## config.mk

```make
export PLATFORM = sky130hd
export DESIGN_NAME = rx_framer
export DESIGN_NICKNAME = d
export VERILOG_FILES = /design/src/rtl/rx_framer.sv
export SDC_FILE = /design/constraint.sdc
export NUM_CORES = 1
export LEC_CHECK = 0
export ABC_AREA = 1
export CAP_MARGIN = 40
export CORE_MARGIN = 1
export CORE_UTILIZATION = 60
export DETAILED_ROUTE_END_ITERATION = 8
export DONT_BUFFER_PORTS = 1
export PLACE_DENSITY_LB_ADDON = 0.15
export SETUP_SLACK_MARGIN = 0.15
export SYNTH_ARGS = -nofsm -noshare
export SYNTH_HDL_FRONTEND = slang
export SYNTH_SLANG_ARGS = --single-unit
```

## constraint.sdc

```tcl
create_clock -name Clk -period 4.3 [get_ports Clk]
set_clock_uncertainty 0.05 [all_clocks]
set_input_delay 0.43 -clock Clk [delete_from_list [all_inputs] [get_ports Clk]]
set_output_delay 0.43 -clock Clk [all_outputs]
set_load 0.05 [all_outputs]
```

## src/rtl/rx_framer.sv

```systemverilog
`default_nettype none
// ============================================================================
//  Module   : rx_framer
//  Purpose  : HDLC receive framer: flag/abort detection, zero removal, bytes.
//  Revision : 1.0  initial release
// ============================================================================
module rx_framer (
    input  logic       Clk,
    input  logic       Rst,
    input  logic       Rx,
    output logic       Rx_FlagDetect,
    output logic       Rx_AbortDetect,
    output logic       Rx_ValidFrame,
    output logic [7:0] Rx_Data,
    output logic       Rx_NewByte,
    output logic       Rx_EndOfFrame,
    output logic       Rx_FrameError
);

    localparam logic [7:0] c_FLAG     = 8'h7E;
    localparam logic [7:0] c_ABORT    = 8'hFE;
    localparam logic [1:0] c_ST_IDLE  = 2'd0;
    localparam logic [1:0] c_ST_SYNC  = 2'd1;
    localparam logic [1:0] c_ST_FRAME = 2'd2;

    logic       r_rxd_q,    w_rxd_d;
    logic [7:0] r_shift_q,  w_shift_d;
    logic [2:0] r_supp_q,   w_supp_d;
    logic [2:0] r_ones_q,   w_ones_d;
    logic [2:0] r_bitcnt_q, w_bitcnt_d;
    logic [7:0] r_asm_q,    w_asm_d;
    logic [1:0] r_state_q,  w_state_d;
    logic [7:0] r_data_q,   w_data_d;
    logic       r_flag_q,   w_flag_d;
    logic       r_abort_q,  w_abort_d;
    logic       r_valid_q,  w_valid_d;
    logic       r_newbyte_q, w_newbyte_d;
    logic       r_eof_q,    w_eof_d;
    logic       r_ferr_q,   w_ferr_d;

    logic w_flag_hit, w_abort_hit, w_exit, w_active, w_suppressed, w_stuffed, w_kept;

    assign w_flag_hit   = (r_shift_q == c_FLAG);
    assign w_abort_hit  = (r_shift_q == c_ABORT);
    assign w_exit       = r_shift_q[0];
    assign w_active     = (r_state_q != c_ST_IDLE);
    assign w_suppressed = (r_supp_q != 3'd0);
    assign w_stuffed    = !w_exit && (r_ones_q == 3'd5);
    // The exiting bit that coincides with a detect is itself the first flag/abort bit.
    assign w_kept       = w_active && !w_suppressed && !w_stuffed && !w_flag_hit && !w_abort_hit;

    always_comb begin
        w_rxd_d     = Rx;
        w_shift_d   = {r_rxd_q, r_shift_q[7:1]};
        w_supp_d    = r_supp_q;
        w_ones_d    = r_ones_q;
        w_bitcnt_d  = r_bitcnt_q;
        w_asm_d     = r_asm_q;
        w_state_d   = r_state_q;
        w_data_d    = r_data_q;
        w_flag_d    = 1'b0;
        w_abort_d   = 1'b0;
        w_valid_d   = (r_state_q == c_ST_FRAME);
        w_newbyte_d = 1'b0;
        w_eof_d     = 1'b0;
        w_ferr_d    = 1'b0;

        if (w_suppressed) begin
            w_supp_d = r_supp_q - 3'd1;
        end else if (w_active) begin
            if (w_exit) begin
                w_ones_d = (r_ones_q == 3'd7) ? 3'd7 : r_ones_q + 3'd1;
            end else begin
                w_ones_d = 3'd0;
            end
        end

        if (w_kept) begin
            w_asm_d    = {w_exit, r_asm_q[7:1]};
            w_bitcnt_d = r_bitcnt_q + 3'd1;
            if (r_bitcnt_q == 3'd7) begin
                w_data_d    = {w_exit, r_asm_q[7:1]};
                w_newbyte_d = 1'b1;
            end
            if (r_state_q == c_ST_SYNC) begin
                w_state_d = c_ST_FRAME;
            end
        end

        if (w_abort_hit) begin
            w_abort_d  = 1'b1;
            w_state_d  = c_ST_IDLE;
            w_bitcnt_d = 3'd0;
            w_ones_d   = 3'd0;
            w_supp_d   = 3'd0;
        end else if (w_flag_hit) begin
            w_flag_d   = 1'b1;
            w_state_d  = c_ST_SYNC;
            w_bitcnt_d = 3'd0;
            w_ones_d   = 3'd0;
            w_supp_d   = 3'd7;
            if (r_state_q == c_ST_FRAME) begin
                w_eof_d  = 1'b1;
                w_ferr_d = (r_bitcnt_q != 3'd0);
            end
        end
    end

    always_ff @(posedge Clk or posedge Rst) begin
        if (Rst) begin
            r_rxd_q     <= 1'b1;
            r_shift_q   <= 8'hFF;
            r_supp_q    <= 3'd0;
            r_ones_q    <= 3'd0;
            r_bitcnt_q  <= 3'd0;
            r_asm_q     <= 8'h00;
            r_state_q   <= c_ST_IDLE;
            r_data_q    <= 8'h00;
            r_flag_q    <= 1'b0;
            r_abort_q   <= 1'b0;
            r_valid_q   <= 1'b0;
            r_newbyte_q <= 1'b0;
            r_eof_q     <= 1'b0;
            r_ferr_q    <= 1'b0;
        end else begin
            r_rxd_q     <= w_rxd_d;
            r_shift_q   <= w_shift_d;
            r_supp_q    <= w_supp_d;
            r_ones_q    <= w_ones_d;
            r_bitcnt_q  <= w_bitcnt_d;
            r_asm_q     <= w_asm_d;
            r_state_q   <= w_state_d;
            r_data_q    <= w_data_d;
            r_flag_q    <= w_flag_d;
            r_abort_q   <= w_abort_d;
            r_valid_q   <= w_valid_d;
            r_newbyte_q <= w_newbyte_d;
            r_eof_q     <= w_eof_d;
            r_ferr_q    <= w_ferr_d;
        end
    end

    assign Rx_FlagDetect  = r_flag_q;
    assign Rx_AbortDetect = r_abort_q;
    assign Rx_ValidFrame  = r_valid_q;
    assign Rx_Data        = r_data_q;
    assign Rx_NewByte     = r_newbyte_q;
    assign Rx_EndOfFrame  = r_eof_q;
    assign Rx_FrameError  = r_ferr_q;

endmodule
`default_nettype wire
```

[After elaboration in Yosys (flattened, before gate mapping)]
Cells that the tools add are included.
Cells by class
  mux-type cells: 27
  add/sub/neg operators: 3
  equal/unequal tests: 8
  reduce and logical (&&, ||, !) cells: 20
Operator list (number)
  $mux 3: 12
  $reduce_bool 3->1: 6
  $mux 1: 11
  $eq 3x3->1 const B: 3
  $eq 8x7->1 const B: 1
  $eq 8x8->1 const B: 1
  $mux 2: 4
  $add 3x1->3 const B: 2
  $reduce_and 2->1: 3
  $logic_and 1x1->1: 5
  $logic_not 1->1: 5
  $ne 3x3->1 const B: 1
  $sub 3x1->3 const B: 1
  $eq 2x1->1 const B: 1
  $eq 2x2->1 const B: 1
  $reduce_bool 2->1: 1
Word-level totals
  word-level logic and storage cells: 72
  output and inout bits: 14
  flip-flop bits (word level): 42
  bits of input ports: 3

[Depth between registers and ports, before layout]
  depth in word-level cells: 9
  mapped depth: 10
  mapped depth without buffers: 9

[Least setup slack after synthesis]
No wires, ideal clock.
  kind: reg-to-reg
  from: register r_supp_q[0]
  to: register r_data_q[0] (netlist: Rx_Data[0])
  setup time: 0.119 ns
  cell stages (with the launch flop): 11
  buffers on the path: 1
  arrival: 1.309 ns
  data required time: 4.131 ns
  path slack: 2.822 ns
  clock period less this slack: 1.478 ns
  cells stage by stage: dfrtp_1 inv_1 ha_1 inv_1 nor2_2 nand2_2 nor2_4 buf_6 nand3_4 nand2_1 nand2_1
Between the ends
  cells in the longest elaborated chain, start to end: 7
RTL lines
  start: declaration: RTL line 28  | logic [2:0] r_supp_q, w_supp_d;
  start signal: assignment: RTL line 128  | r_supp_q <= w_supp_d;
  $reduce_bool 3->1: RTL line 47  | assign w_suppressed = (r_supp_q != 3'd0);
  $logic_not 1->1: RTL line 50  | assign w_kept = w_active && !w_suppressed && !w_stuffed && !w_flag_hit && !w_abort_hit;
  $logic_and 1x1->1 (4 in series): RTL line 50
  $reduce_and 2->1 (no line)
  end signal: assignment: RTL line 133  | r_data_q <= w_data_d;
  end: declaration: RTL line 33  | logic [7:0] r_data_q, w_data_d;
Every way passes these cells.
A chain may end at the register's enable or synchronous reset.

[Worst setup path after layout]
  from: register r_supp_q[0]
  to: register r_asm_q[5]
Between the ends
  cells in the longest elaborated chain, start to end: 6
RTL lines
  $reduce_bool 3->1: RTL line 47
  $logic_not 1->1: RTL line 50
  $logic_and 1x1->1 (4 in series): RTL line 50
  end signal: assignment: RTL line 131  | r_asm_q <= w_asm_d;
  end: declaration: RTL line 31  | logic [7:0] r_asm_q, w_asm_d;
Every way passes these cells.

==> impl_metrics.tcl <==
set metrics [dict create \
    outcome "finished, final reports clean" \
    htree_levels 2 \
    irDropWorstVdd_mv 0.418 \
    overflow 0 \
    powerDensity_nw_per_um2 581 \
    track_usage_pct 19.1 \
    synthFlopType "dfrtp_1" \
    synth_cells 172 \
    start_util_pct 63.0 \
    timing.final.crit_share_pct 45.6 \
    cts_setup_buffers 0 \
    hold_viol_final 0 \
    cts_repair_resize_count 0 \
    final_antenna_net_count 0 \
    final_cell_mix "nand2_1, dfrtp_1, inv_1, nand3_1, dfstp_2" \
    cts_root_buf "clkbuf_4" \
    clock_path_buffers 2 \
    yosysUniqueCellTypes 25 \
    dr_total_vias 1149 \
    synth_edf_count 0 \
    hold_slack_ns 0.0203 \
    pin_count 17 \
    p_sw_share_pct 34.6 \
    grt_pass1_wl_um 4530 \
    final_core_util_pct 66.5 \
    cap_viol_max_count 0 \
    crit_path_start_kind "flop" \
    avgSynthCellArea_um2 10.1 \
    first_pass_iters 4 \
    hold_path.class "in2async" \
    cts_tree "yes" \
    area_growth_pct 5.47 \
    tns_ns 0 \
    ys_seq_area_share_pct 59.7 \
    syn_nets 182 \
    grt_max_degree 42 \
    synth_warnings 0 \
    cts_made_buffers 5 \
    post_drt_via_cell_ratio 5.55 \
    p_seq_share_pct 51.1 \
    fin_crit_ns 1.96 \
    slew_viol_final 0 \
    critical_path_class "reg2reg" \
    gp_congestion 0.773 \
    p_leak_nw 0.968 \
    synth_seq_cells 41 \
    crit_required_ns 4.49 \
    final_common_cell "nand2_1" \
    netlist_area_um2 1740 \
    antenna_found_initial 0 \
    internal_power_uw 696 \
    finalSetupViolCount 0 \
    worst_pin_slew_ns 0.656 \
    die_y_um 55.8 \
    rsz0062_at_grt "no" \
    drt_iter0_markers 56 \
    synthArstFlopShare_pct 100 \
    cp.arrival_ns 2.16 \
    portBuffers 0 \
    drive_gt1_share_pct 15.9 \
    insertedDiodeCount 0 \
    clock-sinks 41 \
    layout.nets 185 \
    p_comb_share_pct 24.6 \
    die_w_um 55.8 \
    pwr-share-clk_pct 24.3 \
    slew_headroom_pct 56.1 \
    crit_path_end_kind "flop" \
    cp_max_fo 21 \
    max_clock_freq_mhz 510 \
    die_area_um2 3120 \
    first_global_vias 1055 \
    hpwl_um 1800 \
    switchingPower_uw 369 \
    ff2ff_setup_slack_ns 2.34 \
    wire_per_inst_um 13.0 \
    post-route-drc-count 0 \
    path_clk_slew_ns 0.11 \
    core-area_um2 2760 \
    clk_latency_ns 0.35 \
    wl_um 2690 \
    num_rows 19 \
]
## per-layer routing
| layer | wire [µm] | vias to the layer above | part of all wire (%) | track usage (%) |
|---|---|---|---|---|
| met5 | 0 | - | 0 | 0 |
| met4 | 48 | 0 | 1.8 | 6.27 |
| met3 | 163 | 7 | 6.1 | 6.98 |
| met2 | 1310 | 34 | 49 | 29.8 |
| li1 | - | 553 | - | - |
| met1 | 1170 | 555 | 44 | 25.2 |
## timing repair
action	4_1_cts	5_1_grt
hold buffers	0	1
setup endpoints to repair	0	0
endpoints found under the hold margin	0	1
## power groups by stage
stage	combinational [mW]	clock [mW]	sequential, mW
6_report	0.262	0.258	0.544
2_1_floorplan	0.232	0	0.536
4_1_cts	0.265	0.265	0.545
3_5_place_dp	0.262	0	0.552
3_3_place_gp	0.242	0	0.547
5_1_grt	0.304	0.276	0.554
## worst paths after layout
check / start / to / cells past startpoint
hold / removal: Rst / Rx_FrameError / 2
setup / recovery: r_supp_q[0] / r_asm_q[5] / 9
setup reg to reg: r_supp_q[0] / r_asm_q[5] / 9
min in group Clk: r_rxd_q / r_shift_q[7] / 0
max in group asynchronous: Rst / r_shift_q[0] / 2
hold reg to reg: r_rxd_q / r_shift_q[7] / 0
## worst max-delay path, stage by stage (launching register included)
cell and delay, ns:
dfrtp_1 0.40, inv_1 0.11, ha_1 0.15, inv_1 0.04
nor2_2 0.13, nand2_2 0.11, nor2_4 0.40, nand2_2 0.25
nand2_1 0.15, nand2_1 0.06
## flip-flops by register name (all words and copies together), names as in the netlist, 2 cells and up
| signal | count |
|---|---|
| r_ones_q | 3 |
| r_supp_q | 3 |
| r_shift_q | 8 |
| Rx_Data | 8 |
| r_state_q | 2 |
| r_asm_q | 7 |
| r_bitcnt_q | 3 |
## area by class of cell
type                       count  area [µm²]
clock inverter                 1        30.0
timing repair buffer           2        17.5
sequential                    41        1040
tap                           31        38.8
clock buffer                   7        55.1
multi-input combinational    106         583
fill                         209         925
inverter                      19        71.3
## logic make-up (layout without fill, tap and decap cells)
kind of cell,count (synthesis),after routing,synth area share (%)
and+or+nand+nor,85,85,23.3
DFF,41,41,59.7
buffers and inverters,25,29,6.77
AOI/OAI and AO/OA,13,13,4.75
adders and majority gates,7,7,5.04
xor gates and xnor gates,1,1,0.504
## synth_stat cells (3+ instances only)
cell | number | area, µm²
nand2_1 | 49 | 184
dfrtp_1 | 32 | 801
inv_1 | 17 | 63.8
nand3_1 | 16 | 80.1
dfstp_2 | 9 | 236
nand4_1 | 8 | 50.1
ha_1 | 7 | 87.6
o21ai_0 | 5 | 25.0
nor2_1 | 4 | 15.0
a21oi_1 | 3 | 15.0
nand2_2 | 3 | 18.8
## through the flow
| stage | instance area [µm²] | power (mW) | std cells | worst slack (ns) |
|---|---|---|---|---|
| finish | 1830 | 1.06 | 207 | 2.34 |
| global placement | 1740 | 0.788 | 198 | 2.47 |
| floorplan | 1740 | 0.768 | 172 | 2.82 |
| CTS | 1820 | 1.07 | 206 | 2.33 |
| detailed placement | 1740 | 0.814 | 198 | 2.36 |
| global route | 1830 | 1.13 | 207 | 2.19 |
Note: power is estimated with default switching activity, not from simulation.
